[src/rtl/fp_wire.sv]
// fp_wire: shared types and constants for the rounding/packing pipeline
package fp_wire;
  localparam logic [2:0] RNE = 3'd0;
  localparam logic [2:0] RTZ = 3'd1;
  localparam logic [2:0] RDN = 3'd2;
  localparam logic [2:0] RUP = 3'd3;
  localparam logic [2:0] RMM = 3'd4;
  localparam logic [31:0] CANON_NAN = 32'h7FC00000;
  typedef enum logic [2:0] {SP_NORM, SP_NV, SP_QNAN, SP_DBZ, SP_INF, SP_ZERO} spec_t;
  typedef struct packed {
    logic sig;
    logic [10:0] expo;
    logic [24:0] mant;
    logic [1:0] rema;
    logic [1:0] fmt;
    logic [2:0] rm;
    logic [2:0] grs;
    logic snan;
    logic qnan;
    logic dbz;
    logic inf;
    logic zero;
    logic diff;
    logic ready;
  } fp_rnd_in_type;
  typedef struct packed {
    logic [31:0] result;
    logic [4:0] flags;
    logic ready;
  } fp_rnd_out_type;
  typedef struct packed {
    logic sig;
    logic [10:0] expo;
    logic [24:0] m;
    logic inc;
    logic inexact;
    logic [2:0] rm;
    spec_t spec;
    logic ready;
  } fp_rnd_reg_type_1;
  typedef struct packed {
    logic [31:0] result;
    logic [4:0] flags;
    logic ready;
  } fp_rnd_reg_type_2;
  localparam fp_rnd_reg_type_1 init_fp_rnd_reg_1 = '{sig: 1'b0, expo: 11'd0, m: 25'd0, inc: 1'b0,
    inexact: 1'b0, rm: 3'd0, spec: SP_NORM, ready: 1'b0};
  localparam fp_rnd_reg_type_2 init_fp_rnd_reg_2 = '{result: 32'd0, flags: 5'd0, ready: 1'b0};
endpackage

[src/rtl/fp_rnd_pipe_inc.sv]
// fp_rnd_inc: round-increment and inexact decision from guard/round/sticky bits
module fp_rnd_inc
  import fp_wire::*;
(
  input  logic [2:0] rm,
  input  logic       sig,
  input  logic [2:0] grs,
  input  logic [1:0] rema,
  input  logic       lsb,
  output logic       inc,
  output logic       inexact
);
  logic s;
  assign s = grs[0] | (|rema);
  assign inexact = grs[2] | grs[1] | s;
  // unlisted mode codes fall through to round-to-nearest-even
  always_comb
    inc = rm == RTZ ? 1'b0 :
          rm == RDN ? sig & inexact :
          rm == RUP ? ~sig & inexact :
          rm == RMM ? grs[2] :
          grs[2] & (grs[1] | s | lsb);
endmodule

[src/rtl/fp_rnd_pipe.sv]
// fp_rnd_pipe: two-stage single-precision rounding, packing and flag generation
module fp_rnd_pipe
  import fp_wire::*;
(
  input  logic           clock,
  input  logic           reset,
  input  fp_rnd_in_type  fp_rnd_i,
  output fp_rnd_out_type fp_rnd_o
);
  fp_rnd_reg_type_1 r1, n1;
  fp_rnd_reg_type_2 r2;
  logic inc, inexact, carry, of, uf, max_fin;
  logic [23:0] m_sh;
  logic [11:0] e;
  logic [31:0] res;
  logic [4:0] flg;
  fp_rnd_inc u_inc (
    .rm(fp_rnd_i.rm),
    .sig(fp_rnd_i.sig),
    .grs(fp_rnd_i.grs),
    .rema(fp_rnd_i.rema),
    .lsb(fp_rnd_i.mant[0]),
    .inc(inc),
    .inexact(inexact)
  );
  // stage 1: round the mantissa and classify specials; idle cycles load the init value
  always_comb begin
    n1 = init_fp_rnd_reg_1;
    if (fp_rnd_i.ready) begin
      n1.expo = fp_rnd_i.expo;
      n1.m = fp_rnd_i.mant + {24'd0, inc};
      n1.inc = inc;
      n1.inexact = inexact;
      n1.rm = fp_rnd_i.rm;
      n1.spec = (fp_rnd_i.fmt != 2'd0 || fp_rnd_i.snan) ? SP_NV :
                fp_rnd_i.qnan ? SP_QNAN :
                fp_rnd_i.dbz ? SP_DBZ :
                fp_rnd_i.inf ? SP_INF :
                fp_rnd_i.zero ? SP_ZERO : SP_NORM;
      n1.sig = (n1.spec == SP_ZERO && fp_rnd_i.diff) ? fp_rnd_i.rm == RDN : fp_rnd_i.sig;
      n1.ready = 1'b1;
    end
  end
  // stage 1 register
  always_ff @(posedge clock)
    r1 <= !reset ? init_fp_rnd_reg_1 : n1;
  // stage 2: carry renormalisation, exponent fix-up, overflow/underflow and packing
  always_comb begin
    carry = r1.m[24] & r1.inc;
    m_sh = carry ? r1.m[24:1] : r1.m[23:0];
    e = (r1.expo == 11'd0 && m_sh[23]) ? 12'd1 : {1'b0, r1.expo} + {11'd0, carry};
    of = e >= 12'd255;
    uf = e == 12'd0 && r1.inexact;
    max_fin = r1.rm == RTZ || (r1.rm == RDN && !r1.sig) || (r1.rm == RUP && r1.sig);
    res = (r1.spec == SP_NV || r1.spec == SP_QNAN) ? CANON_NAN :
          (r1.spec == SP_DBZ || r1.spec == SP_INF) ? {r1.sig, 8'hFF, 23'd0} :
          r1.spec == SP_ZERO ? {r1.sig, 31'd0} :
          of ? (max_fin ? {r1.sig, 31'h7F7FFFFF} : {r1.sig, 8'hFF, 23'd0}) :
          {r1.sig, e[7:0], m_sh[22:0]};
    flg = r1.spec == SP_NV ? 5'b10000 :
          r1.spec == SP_DBZ ? 5'b01000 :
          r1.spec == SP_NORM ? {2'b00, of, uf, of | r1.inexact} : 5'b00000;
  end
  // output register: result and flags hold between operations, ready pulses
  always_ff @(posedge clock)
    if (!reset) r2 <= init_fp_rnd_reg_2;
    else if (r1.ready) r2 <= '{result: res, flags: flg, ready: 1'b1};
    else r2.ready <= 1'b0;
  assign fp_rnd_o = '{result: r2.result, flags: r2.flags, ready: r2.ready};
endmodule

[config.mk]
export PLATFORM = sky130hd
export DESIGN_NAME = fp_rnd_pipe
export DESIGN_NICKNAME = d
export VERILOG_FILES = /design/src/rtl/fp_wire.sv /design/src/rtl/fp_rnd_pipe_inc.sv /design/src/rtl/fp_rnd_pipe.sv
export SDC_FILE = /design/constraint.sdc
export NUM_CORES = 1
export LEC_CHECK = 0
export ABC_AREA = 1
export BUFFER_PORTS_ARGS = -buffer_cell sky130_fd_sc_hd__buf_2
export CELL_PAD_IN_SITES_DETAIL_PLACEMENT = 0
export CELL_PAD_IN_SITES_GLOBAL_PLACEMENT = 2
export CORE_MARGIN = 1
export CORE_UTILIZATION = 27
export DETAILED_ROUTE_END_ITERATION = 10
export PLACE_DENSITY = 0.84
export SLEW_MARGIN = 40
export SYNTH_ARGS = -nofsm -noshare
export SYNTH_HDL_FRONTEND = slang
export SYNTH_HIERARCHICAL = 1
export SYNTH_SLANG_ARGS = --single-unit
[constraint.sdc]
create_clock -name clock -period 2.62 [get_ports clock]
set_input_delay 0.393 -clock clock [delete_from_list [all_inputs] [get_ports clock]]
set_output_delay 0.393 -clock clock [all_outputs]
set_load 0.01 [all_outputs]
==> impl_summary.md <==
Power and ir drop
The cell-internal power is between 2 and 2.5 mW. The net switching power is around 700 uW. The switching share of power is between 20% and 30%. The fraction of power consumed by combinational cells is about an eighth. Per report_power, the sequential group accounts for between 40% and 50% of the total. Across the VDD grid, the largest voltage drop is 278 uV.

The reported leakage power is 2.59 nW. In this run the power density over the cells is 566 mW/mm^2. The total power of the final layout is roughly 2.9 mW. Per report_power, the clock group accounts for roughly two fifths of the total.

Finish
The sequential cells in the finished layout cover a total of between 0.0015 and 0.002 sq mm. The proportion of layout cells with a drive suffix above 1 is around 20%. Compared with the post-synthesis result, the final layout area differs by 22.5%.

Measured on the finished design, the core utilization comes to ~34%. The final instance area is 0.00514 sq mm. The total area of multi-input combinational cells is about 0.0021 sq mm. The final antenna diode count is 0. The number of nets in the finished design is about 740. Counting the fill cells in the layout gives 1671.

Global routing
The number of antenna violations at the first check in global routing is 0. The via count of the first global-routing pass is between 3k and 4k. The global routing usage summed across all routing layers is 14.1%. The total congestion overflow is 0. Entering global routing, the biggest net connects 37 pins. The first global-routing pass estimated about 18000 um of wire.

Critical path
The peak per-stage delay on the critical path is approximately 0.35 ns. The class of the most critical setup path is flip-flop to flip-flop. The slowest stage of the critical path belongs to the cell dfxtp_1. Walking the worst path, the cells encountered are nand2_1 > inv_1 > ha_1 > nand2_2 > nor2_4 > nand3_2 > nand2_2 > nand3_4 > nor2_8 > nand2_4 > nand2_4 > nand4_1 > a21oi_1. The worst-path maximum fanout is 27. Together, buffers and inverters on the worst path number 1. The kind of cell with the highest combined delay along the critical path is simple AND/OR/NAND/NOR gates. STA classifies the critical path endpoint as a flip-flop. STA puts the critical path data arrival time at between 2 and 3 ns. STA classifies the critical path startpoint as a flip-flop. The worst path required time is 2.88 ns.

Clocking
The root cell of the clock tree is clkbuf_16. Gates resized during post-CTS repair numbered 0. The clock tree synthesis step divided the H-tree into 3 levels. The clock reaches the later pin of the worst-skew pair after around 0.33 ns. The clock passes through at most 2 buffers. The number of hold buffers added after CTS was 0. TritonCTS built the clock tree. Buffers inserted during clock tree synthesis total 9. Post-CTS timing repair inserted 0 buffers for setup. The TritonCTS sink count is 84. The register clock-pin slew on the reported worst setup and hold paths is 0.06 ns.

STA
Measured against its own limit, the worst slew margin works out to between 60% and 70%. The worst hold slack is 0.278 ns. The setup clock skew after layout is approximately 0.0044 ns. Setup repair after global routing left no endpoint under its margin.

The setup TNS is 0 ns. The count of final hold-check violations came to 0. The max-slew violation count is 0. Setup violations remaining at the end of the flow were counted as 0. The measured slew at the worst slew-check pin is 0.511 ns. Derived from the worst setup path, the maximum achievable clock frequency is 445 MHz.

The final critical path takes up around 86% of the cycle. The final period demand of the worst path is between 2 and 2.5 ns.

Place
The count of buffers inserted at the top-level ports is 93. The total placed instance area is about 0.0049 sq mm. The post-detailed-placement half-perimeter wirelength is 8740 um.

At the end of routability-driven placement, the weighted congestion stood at 0.821.

Yosys
The proportion of synthesized flip-flops having asynchronous set or reset is 0%. The leading register cell type out of synthesis is dfxtp_1. The largest total area in the synthesized netlist belongs to dfxtp_1. In this run the cell area of the synthesized design comes to between 0.004 and 0.005 sq mm. After synthesis, the largest area contributor takes up between 40% and 50% of total cell area. For this run, the number of Yosys warnings is 6. The flip-flop and latch count after synthesis is 84. The number of flops mapped to enable cells by yosys is 0. The portion of the post-synthesis area used by sequential elements is roughly two fifths. Counting every instance in the synthesized netlist gives roughly 600.

The commonest cells after synthesis are nand2_1, dfxtp_1, nor2_1. Sorting the synthesized cells by area gives the leading types as dfxtp_1, nand2_1, a21oi_1. The number of distinct library cells after synthesis is 36. The most common cell in the netlist is nand2_1. The post-synth net total is roughly 650. The mean post-synth cell area is slightly above 7 sq um.

Drt
For this run, the detailed router's first-pass iteration total came to 5. The vias after detailed routing is around 4k. The routed wirelength normalized by instance count is ~12 um. The wire length reported by the detailed router is 10700 um. The mean number of vias per cell is 4.48.

The first routing iteration left ~270 violations. In the routed design, unresolved DRC markers number 0. The remaining antenna violation count after routing is 0.

Die
The count of standard-cell rows is 45. The region available for standard cell placement spans ~0.015 sq mm. The initial utilization of the core area, before any placement, comes to approximately 28%. The number of top-level pins is 94. The floorplan step set the die width to about 130 um.

Measured along the y axis, the die boundary spans about 130 um. The area of the die is between 0.015 and 0.02 sq mm.

Run
The tool flagged a number of max-cap violations equal to 0.

Hold path
In this run the worst hold path is classified as input pin to flip-flop.

Run status
The run finished with clean final reports.
-- power by group through the flow --
stage / Combinational [mW] / Clock (mW) / Sequential (mW)
6_report: 0.357 / 1.18 / 1.37
5_1_grt: 0.407 / 1.28 / 1.38
4_1_cts: 0.362 / 1.21 / 1.37
3_5_place_dp: 0.361 / 0 / 1.40
3_3_place_gp: 0.360 / 0 / 1.40
2_1_floorplan: 0.219 / 0 / 1.40
-- worst paths after layout --
path                                   start      endpoint  depth (start not counted)  slack, ns
worst min register to register  fp_rnd_o[17]  fp_rnd_o[17]                          2       0.46
worst max-delay path                  r1[33]  fp_rnd_o[24]                         13       0.37
worst min-delay path            fp_rnd_i[45]        r1[37]                          3       0.28
worst max register to register        r1[33]  fp_rnd_o[24]                         13       0.37
-- layout by cell type, fill, tap and decap left out, drive strengths merged --
cell type / n
xnor2: 4
mux2i: 23
o211ai: 1
clkinv: 3
clkbuf: 11
inv: 69
a21oi: 60
nor2: 80
or3b: 1
or2: 2
nor3b: 7
ha: 4
nand4: 31
buf: 103
nor3: 10
o21a: 2
bufinv: 1
o21ai: 12
a31oi: 1
xor2: 3
dfxtp: 84
a211oi: 2
nand3: 47
nand2: 118
-- metal layers --
layer | track usage (%) | share of wire (%) | wire length (um)
met2 | 20.5 | 41 | 4420
met5 | 0 | 0 | 0
met1 | 20.3 | 53 | 5640
met4 | 5.88 | 1.6 | 166
met3 | 2.57 | 4.4 | 473
-- final cells by class --
type,count,area share (%)
clock buffer,11,4.53
multi-input combinational,408,41.8
inverter,70,5.11
tap,188,4.58
clock inverter,3,0.779
sequential,84,32.7
timing repair buffer,103,10.5
-- kinds of logic after synthesis --
| kind of cell | synth area share, % |
|---|---|
| xor+xnor | 1.46 |
| buf+inv | 8.80 |
| mux | 5.49 |
| compound gates | 9.63 |
| fa+ha+maj | 1.19 |
| simple gates | 33.4 |
| flops | 40.1 |
-- tightest hold or removal path, delay by kind of cell --
kind	cells	cell delay (ns)
buffers and inverters	2	0.14
and+or+nand+nor	1	0.03
-- registers in the layout, indices dropped and copies added, names as in the netlist --
name / cells
fp_rnd_o: 38
r1: 46
-- through the flow --
step	cells	worst slack, ns
after floorplan	585	0.192
after global placement	853	0.0471
after detailed placement	853	-0.00274
after CTS	867	0.351
after global routing	867	0.0129
final	867	0.371
Note: power is estimated with default switching activity, not from simulation.
